### src/rtl/wave_sequencer.sv
// Wave-ROM address sequencer: steps sig_addr through [lo_addr, hi_addr] in up, down or ping-pong order.
// Ping-pong order (mode 10) is built only when WAVE_SEQ_PINGPONG_EN is defined; otherwise mode 10 runs as up.
//
// state | meaning
// IDLE  | waiting for en; sig_addr parked, busy=0
// RUN   | one address step per enabled clock, busy=1
// DONE  | one-shot period finished; outputs frozen until restart
module wave_sequencer #(
   parameter int ADDR_W = 4,
   parameter int CNT_W  = 8
) (
   input  logic              clk_freq2,
   input  logic              rst_n_key0,
   input  logic              en,
   input  logic              restart,
   input  logic [1:0]        mode,
   input  logic              one_shot,
   input  logic [ADDR_W-1:0] lo_addr,
   input  logic [ADDR_W-1:0] hi_addr,
   output logic [ADDR_W-1:0] sig_addr,
   output logic              wrap,
   output logic              busy,
   output logic [CNT_W-1:0]  loop_cnt
);

   typedef enum logic [1:0] {IDLE = 2'd0, RUN = 2'd1, DONE = 2'd2} state_t;

   localparam logic [ADDR_W-1:0] ADDR_ONE = {{(ADDR_W-1){1'b0}}, 1'b1};
   localparam logic [CNT_W-1:0]  CNT_ONE  = {{(CNT_W-1){1'b0}}, 1'b1};
   localparam logic [CNT_W-1:0]  CNT_MAX  = '1;

   state_t            state_q, state_d;
   logic [ADDR_W-1:0] addr_d;
   logic [ADDR_W-1:0] hi_eff;
   logic [ADDR_W-1:0] first_addr;
   logic [CNT_W-1:0]  cnt_d;
   logic              wrap_d;
   logic              busy_d;
   logic              in_range;
   logic              mode_down;
   logic              period_end;
   logic              pp_step;
   logic              dir_cur;
   logic              dir_d;

   // An inverted range collapses to the single address lo_addr.
   assign hi_eff     = (lo_addr > hi_addr) ? lo_addr : hi_addr;
   assign mode_down  = (mode == 2'b01);
   assign first_addr = mode_down ? hi_eff : lo_addr;
   assign in_range   = (sig_addr >= lo_addr) && (sig_addr <= hi_eff);

`ifdef WAVE_SEQ_PINGPONG_EN
   logic dir_q;

   always_ff @(posedge clk_freq2 or negedge rst_n_key0) begin
      if (!rst_n_key0) begin
         dir_q <= 1'b0;
      end else begin
         dir_q <= dir_d;
      end
   end

   assign dir_cur = dir_q;
`else
   // Without ping-pong the direction has no storage; it is always ascending.
   logic unused_dir;

   assign dir_cur    = 1'b0;
   assign unused_dir = dir_d;
`endif

   always_comb begin
      state_d    = state_q;
      addr_d     = sig_addr;
      wrap_d     = 1'b0;
      busy_d     = busy;
      cnt_d      = loop_cnt;
      dir_d      = dir_cur;
      period_end = 1'b0;
      pp_step    = 1'b0;
      if (restart) begin
         state_d = IDLE;
         addr_d  = lo_addr;
         busy_d  = 1'b0;
         cnt_d   = '0;
         dir_d   = 1'b0;
      end else begin
         case (state_q)
            IDLE: begin
               if (en) begin
                  state_d = RUN;
                  addr_d  = first_addr;
                  busy_d  = 1'b1;
                  dir_d   = 1'b0;
               end
            end
            RUN: begin
               if (en) begin
                  if (!in_range) begin
                     addr_d = first_addr;
                     dir_d  = 1'b0;
                  end else if (lo_addr == hi_eff) begin
                     period_end = 1'b1;
`ifdef WAVE_SEQ_PINGPONG_EN
                  end else if (mode == 2'b10) begin
                     pp_step = 1'b1;
                     if (dir_cur ? (sig_addr == lo_addr) : (sig_addr != hi_eff)) begin
                        addr_d = sig_addr + ADDR_ONE;
                        dir_d  = 1'b0;
                     end else begin
                        addr_d = sig_addr - ADDR_ONE;
                        dir_d  = 1'b1;
                        if (addr_d == lo_addr) begin
                           period_end = 1'b1;
                           dir_d      = 1'b0;
                        end
                     end
`endif
                  end else if (mode_down) begin
                     if (sig_addr == lo_addr) begin
                        addr_d     = hi_eff;
                        period_end = 1'b1;
                        dir_d      = 1'b0;
                     end else begin
                        addr_d = sig_addr - ADDR_ONE;
                     end
                  end else begin
                     if (sig_addr == hi_eff) begin
                        addr_d     = lo_addr;
                        period_end = 1'b1;
                        dir_d      = 1'b0;
                     end else begin
                        addr_d = sig_addr + ADDR_ONE;
                     end
                  end
                  if (period_end) begin
                     wrap_d = 1'b1;
                     if (loop_cnt != CNT_MAX) begin
                        cnt_d = loop_cnt + CNT_ONE;
                     end
                     // One-shot up/down stop on the end address; ping-pong stops where it lands (lo_addr).
                     if (one_shot) begin
                        state_d = DONE;
                        busy_d  = 1'b0;
                        if (!pp_step) begin
                           addr_d = sig_addr;
                        end
                     end
                  end
               end
            end
            DONE: begin
            end
            default: begin
               state_d = IDLE;
               busy_d  = 1'b0;
            end
         endcase
      end
   end

   always_ff @(posedge clk_freq2 or negedge rst_n_key0) begin
      if (!rst_n_key0) begin
         state_q  <= IDLE;
         sig_addr <= '0;
         wrap     <= 1'b0;
         busy     <= 1'b0;
         loop_cnt <= '0;
      end else begin
         state_q  <= state_d;
         sig_addr <= addr_d;
         wrap     <= wrap_d;
         busy     <= busy_d;
         loop_cnt <= cnt_d;
      end
   end

endmodule
### config.mk
export PLATFORM = sky130hd
export DESIGN_NAME = wave_sequencer
export DESIGN_NICKNAME = d
export VERILOG_FILES = /design/src/rtl/wave_sequencer.sv
export SDC_FILE = /design/constraint.sdc
export NUM_CORES = 1
export LEC_CHECK = 0
export ABC_CLOCK_PERIOD_IN_PS = 3550
export CAP_MARGIN = 5
export CORE_MARGIN = 2
export CORE_UTILIZATION = 57
export CTS_CLUSTER_DIAMETER = 150
export DETAILED_ROUTE_END_ITERATION = 7
export GPL_TIMING_DRIVEN = 1
export PLACE_DENSITY = 0.85
export SLEW_MARGIN = 10
export SYNTH_ARGS = -nofsm -noshare
export SYNTH_HDL_FRONTEND = slang
export SYNTH_SLANG_ARGS = --single-unit
### constraint.sdc
create_clock -name clk_freq2 -period 3.55 [get_ports clk_freq2]
set_input_delay 0.71 -clock clk_freq2 [delete_from_list [all_inputs] [get_ports clk_freq2]]
set_output_delay 0.71 -clock clk_freq2 [all_outputs]
set_load 0.02 [all_outputs]
==> results of run 1 <==
synthesized netlist by cell type (4+ instances only):
| cell type | number |
|---|---|
| sky130_fd_sc_hd__nor2_1 | 21 |
| sky130_fd_sc_hd__dfrtp_1 | 16 |
| sky130_fd_sc_hd__nand3_1 | 14 |
| sky130_fd_sc_hd__a21oi_1 | 13 |
| sky130_fd_sc_hd__ha_1 | 13 |
| sky130_fd_sc_hd__inv_1 | 12 |
| sky130_fd_sc_hd__xnor2_1 | 11 |
| sky130_fd_sc_hd__nand2_1 | 9 |
| sky130_fd_sc_hd__and3_1 | 5 |
| sky130_fd_sc_hd__nand2b_1 | 5 |
| sky130_fd_sc_hd__nor3_1 | 5 |
| sky130_fd_sc_hd__o21ai_0 | 5 |
| sky130_fd_sc_hd__a21o_1 | 4 |
| sky130_fd_sc_hd__clkbuf_1 | 4 |
| sky130_fd_sc_hd__nor2b_1 | 4 |
| sky130_fd_sc_hd__or3_1 | 4 |
stage by stage:
stage / instances / area, µm² / utilization [%] / hold slack, ps
after floorplan: 198 / 1740 / - / 414
after global placement: 289 / 2310 / 83.7 / 515
after detailed placement: 289 / 2310 / 83.7 / 527
after CTS: 301 / 2560 / 92.8 / 549
cell families after synthesis:
family,Yosys count,share of synthesized area (%)
AOI/OAI and AO/OA,55,25.8
xor gates and xnor gates,13,6.84
adders and majority gates,13,9.77
buffers and inverters,17,4.28
DFF,16,24.0
muxes,6,3.83
and+or+nand+nor,78,25.5
metal layers:
layer	overflow	GRT usage [%]
met1	0	71.1
met2	44	101
met3	0	51.1
met4	45	93.0
met5	0	3.17
what timing repair did:
item	in CTS
setup endpoints to repair	16
buffers inserted	7
pin swaps	13
hold endpoints to repair	0
gates cloned	1
gates resized for setup	46
==> flow_summary.rst, run 1 <==
.. list-table::
   :header-rows: 1

   * - Metric
     - Value
   * - Crit. endpoint post-GRT repair
     - sig_addr[0]$_DFFE_PN0P_/D
   * - Flop and latch count out of synthesis
     - 16
   * - Half-perimeter wire length after placement
     - just under 4 mm
   * - Top-level I/O count
     - 29
   * - Pin type at the end of the worst path
     - register input
   * - Final weighted congestion in routability-driven placement
     - around 0.95
   * - Result of the run
     - did not finish
   * - Syn avg cell area
     - between 8 and 9 µm²
   * - Pin count of the biggest net entering global routing
     - 19
   * - Clock sinks
     - 16
   * - Failed at
     - 5_1_grt
   * - Halt Reason
     - [ERROR GRT-0232] Routing congestion too high. Check the congestion heatmap in the GUI.
   * - Width of the chip
     - 58.1 µm
   * - Yosys top cell area share
     - 24.0%
   * - Aggregate global routing overflow
     - 89
   * - Post-synthesis cell type with the largest combined area
     - sky130_fd_sc_hd__dfrtp_1
   * - Netlist area before placement
     - between 1500 and 2000 µm²
   * - Starting density of the core
     - slightly above 60%
   * - Count of hold buffers inserted by post-cts repair
     - 0
   * - Main area contributors after synthesis
     - sky130_fd_sc_hd__dfrtp_1, sky130_fd_sc_hd__ha_1, sky130_fd_sc_hd__xnor2_1
   * - Worst slack at placement
     - -907 ps
   * - Synthesized instance count
     - 198
   * - Number of library cell types mapped by synthesis
     - 56
   * - Part of the Yosys area used for sequential elements
     - around 24%
   * - Number of buffers created by CTS
     - 3
   * - CTS max path bufs
     - 2
   * - Row cnt
     - 19
   * - Total of buffers placed on input and output ports
     - 28
   * - CTS Root Cell
     - sky130_fd_sc_hd__clkbuf_4
   * - GR Util All Layers
     - between 70% and 80%
   * - Die Y
     - 58.1 µm
   * - Asr flop ratio synth
     - 100%
   * - Leading register cell type out of synthesis
     - sky130_fd_sc_hd__dfrtp_1
   * - Number of H-tree levels
     - 1
   * - Warning count from the yosys run
     - 0
   * - Count of flip-flops with a built-in enable after synthesis
     - 0
   * - Syn_nets
     - around 230
==> inputs of run 2 (changes only) <==
--- a/config.mk
+++ b/config.mk
@@ -8,11 +8,10 @@
 export ABC_CLOCK_PERIOD_IN_PS = 3550
 export CAP_MARGIN = 5
 export CORE_MARGIN = 2
-export CORE_UTILIZATION = 57
-export CTS_CLUSTER_DIAMETER = 150
+export CORE_UTILIZATION = 40
 export DETAILED_ROUTE_END_ITERATION = 7
 export GPL_TIMING_DRIVEN = 1
-export PLACE_DENSITY = 0.85
+export PLACE_DENSITY_LB_ADDON = 0.15
 export SLEW_MARGIN = 10
 export SYNTH_ARGS = -nofsm -noshare
 export SYNTH_HDL_FRONTEND = slang
==> run 2 against run 1 <==
Against the previous run: the flow now finishes without violations; synthesized area stayed put; synthesized cell count stayed put.
==> flow_summary.rst, run 2 <==
.. list-table::
   :header-rows: 1

   * - Metric
     - Value
   * - Placeable core region
     - between 4000 and 5000 µm²
   * - Most flop-heavy register
     - loop_cnt
   * - Leading register cell type out of synthesis
     - sky130_fd_sc_hd__dfrtp_1 (unchanged)
   * - Starting density of the core
     - 41.6% (was 60.4%)
   * - Slew at the pin with the worst max-slew slack
     - 745 ps
   * - Min-Delay Startpoint
     - busy
   * - Timing startpoint of the critical path
     - hi_addr[0]
   * - Most used standard cells in the synthesized netlist
     - sky130_fd_sc_hd__nor2_1, sky130_fd_sc_hd__dfrtp_1, sky130_fd_sc_hd__nand3_1, sky130_fd_sc_hd__a21oi_1, sky130_fd_sc_hd__ha_1 (unchanged)
   * - Worst min-delay path endpoint
     - busy
   * - Type of destination of the critical path
     - flop
   * - Count of flip-flops with a built-in enable after synthesis
     - 0 (unchanged)
   * - Antenna violations before repair
     - 0
   * - Warning count from the yosys run
     - 0 (unchanged)
   * - Standard cell with the maximum stage delay on the critical path
     - sky130_fd_sc_hd__ha_2
   * - Fin cells
     - 319
   * - Drt pass-1 iters
     - 4
   * - Antenna diode instance count
     - 0
   * - CP peak stage delay
     - between 300 and 400 ps
   * - Wirelength per Cell
     - 16.7 µm
   * - Rel. slew slack
     - 50.2%
   * - Number of buffers created by CTS
     - 3 (unchanged)
   * - Max-cap violation count
     - 0
   * - Peak supply drop
     - between 0.2 and 0.25 mV
   * - Cells along the critical path
     - dlygate4sd2_1 -> ha_2 -> and4_4 -> a21oi_4 -> buf_4 -> a21oi_4 -> ha_4 -> and3_1 -> and3_4 -> o22a_4 -> a211o_1 -> nor3b_4 -> buf_4 -> o31a_1
   * - Number of flip-flops under the largest register name
     - 8
   * - Total of buffers placed on input and output ports
     - 28 (unchanged)
   * - Hold Fails Final Rpt
     - 0
   * - Synthesized instance count
     - 198 (unchanged)
   * - Final net count
     - 299
   * - Hold depth
     - 1
   * - Part of the Yosys area used for sequential elements
     - 24.0% (unchanged)
   * - Main area contributors after synthesis
     - sky130_fd_sc_hd__dfrtp_1, sky130_fd_sc_hd__ha_1, sky130_fd_sc_hd__xnor2_1 (unchanged)
   * - Die area
     - 4700 µm²
   * - Detail-routed via count per cell
     - 5.82
   * - P&R area growth vs syn
     - 53.3%
   * - Worst Hold Slack
     - ~540 ps
   * - Clock latency on the worst-skew pair
     - approximately 250 ps
   * - Layout cell share with drive strength beyond 1
     - between 30% and 40%
   * - Count of hold buffers inserted by post-cts repair
     - 0 (unchanged)
   * - Library cell with the highest instance count after synthesis
     - sky130_fd_sc_hd__nor2_1 (unchanged)
   * - Setup crit start kind
     - primary input
   * - Leak pwr
     - approximately 0.0011 µW
   * - Shortest period the worst path allows
     - ~3500 ps
   * - Via count of the first global-routing pass
     - about 1800
   * - Most common cell after layout, fill and taps aside
     - sky130_fd_sc_hd__buf_4
   * - Total DRC errors in the routed layout
     - 0
   * - Aggregate global routing overflow
     - 0
   * - Data required time at the worst endpoint
     - 3690 ps
   * - Filler Cells Inserted
     - approximately 330
   * - Number of H-tree levels
     - 1 (unchanged)
   * - Flop and latch count out of synthesis
     - 16 (unchanged)
   * - Finish-stage setup viols
     - 0
   * - Syn_nets
     - 226 (unchanged)
   * - Commonest non-fill, non-tap cells in the layout
     - sky130_fd_sc_hd__buf_4, sky130_fd_sc_hd__nor2_1, sky130_fd_sc_hd__clkdlybuf4s50_1, sky130_fd_sc_hd__dfrtp_1, sky130_fd_sc_hd__nand3_1
   * - Reg-to-reg startpoint
     - sig_addr[1]
   * - Class of the most critical setup path
     - primary input to flop
   * - Number of library cell types mapped by synthesis
     - 56 (unchanged)
   * - Clock sinks
     - 16 (unchanged)
   * - CTS max path bufs
     - 2 (unchanged)
   * - Half-perimeter wire length after placement
     - 3.82 mm (was 3.88 mm)
   * - Syn avg cell area
     - 8.41 µm² (unchanged)
   * - Final weighted congestion in routability-driven placement
     - 0.922 (was 0.955)
   * - Signal arrival time at the worst endpoint
     - 3600 ps
   * - Top-level I/O count
     - 29 (unchanged)
   * - Top flop regs
     - loop_cnt: 8 flops, sig_addr: 4 flops, state_q: 2 flops
   * - CTS Root Cell
     - sky130_fd_sc_hd__clkbuf_8 (was sky130_fd_sc_hd__clkbuf_4)
   * - Die Y
     - 68.5 µm (was 58.1 µm)
   * - Via total after detailed routing
     - 1858
   * - First-pass GRT wire length
     - roughly 8.5 mm
   * - Number of pins with negative max-slew slack in the final report
     - 0
   * - Worst reg2reg endpoint
     - sig_addr[0]
   * - Final Skew
     - around 3.5 ps
   * - CTS clk-pin slew, worst paths
     - 60 ps
   * - Post-synthesis cell type with the largest combined area
     - sky130_fd_sc_hd__dfrtp_1 (unchanged)
   * - Post-placement cell count
     - 307 (was 289)
   * - Power density normalized to cell area
     - 347 nW/µm²
   * - Width of the chip
     - 68.5 µm (was 58.1 µm)
   * - Wire length reported by the detailed router
     - approximately 5.3 mm
   * - Count of cells along the worst register-to-register path
     - 10
   * - DRC violation total after the first TritonRoute iteration
     - approximately 120
   * - Yosys top cell area share
     - 24.0% (unchanged)
   * - Worst reg2reg setup slack
     - 630 ps
   * - Crit Path Max Fanout
     - 6
   * - Row cnt
     - 23 (was 19)
   * - TritonCTS clock tree
     - built
   * - Final critical-path share of the clock period
     - a little over nine tenths
   * - Asr flop ratio synth
     - 100% (unchanged)
   * - Pin count of the biggest net entering global routing
     - 17
   * - Final ANT Viol Nets
     - 0
   * - Netlist area before placement
     - 1670 µm² (unchanged)
   * - Class of the most critical hold timing path
     - flop to flop
   * - Max Clock Freq
     - approximately 290 MHz
   * - Result of the run
     - finished, final reports clean (was did not finish)
   * - GR Util All Layers
     - between 20% and 30%
## run 2: cell counts after synthesis
Identical to the previous run, type by type.
## run 2: per-stage QoR
stage | setup TNS, ps | total power [µW] | setup WS (ps) | instance area [µm²] | util [%]
2_1_floorplan | -50.7 | 481 | -45.5 | 1740 | -
3_3_place_gp | -10640 | 647 | -866 | 2320 | 58.1
3_5_place_dp | -12130 | 662 | -954 | 2320 | 58.1
4_1_cts | 0 | 849 | 26.8 | 2480 | 62.1
5_1_grt | -87.0 | 947 | -43.0 | 2550 | 63.8
6_report | 0 | 886 | 90.3 | 2550 | 63.8
## run 2: where the power goes
group / internal (µW) / total [µW] / switching (µW)
clock network: 75.2 / 137 / 62.0
logic: 263 / 524 / 261
registers: 196 / 225 / 28.8
total: 534 / 886 / 352
## run 2: area by class of cell
class	count	area, µm²	share of cell area [%]
Clock buffer	3	41.3	1.62
Multi-Input combinational cell	167	1400	55.0
Inverter	12	57.6	2.25
Tap cell	50	62.6	2.45
Timing Repair Buffer	71	588	23.0
Sequential cell	16	400	15.7
## run 2: repair_timing
| item | CTS | global route |
|---|---|---|
| setup endpoints to repair | 16 | 13 |
| buffers inserted | 4 | 3 |
| gates resized for setup | 32 | 18 |
| cloned | 2 | 0 |
| pin swaps | 9 | 7 |
## run 2: logic make-up after synthesis
logic type,synth area share (%)
adders and majority gates,9.77
DFF,24.0
and+or+nand+nor,25.5
xor gates and xnor gates,6.84
buffers and inverters,4.28
AOI/OAI and AO/OA,25.8
muxes,3.83
## run 2: per-layer routing
layer | GRT usage [%] | vias up | wire length [µm]
li1 | - | 890 | -
met1 | 29.0 | 878 | 2180
met2 | 42.4 | 72 | 2710
met3 | 3.08 | 18 | 267
met4 | 12.0 | 0 | 159
met5 | 0 | - | 0
## run 2: how the worst max path moves through the flow
stage                        to  slack, ps
floorplan           sig_addr[3]        -50
global placement    sig_addr[0]       -870
detailed placement  sig_addr[2]       -950
CTS                 loop_cnt[0]         30
global route        loop_cnt[0]        -40
finish              sig_addr[3]         90
## run 2: worst max-delay path, delay by kind of cell
family	cells	cell delay, ps
AO/OA/AOI/OAI	5	990
AND/OR/NAND/NOR	4	760
buffers and inverters	3	550
adder cells (fa/ha/maj)	2	580
No activity file was read; power rests on OpenSTA's default activity.
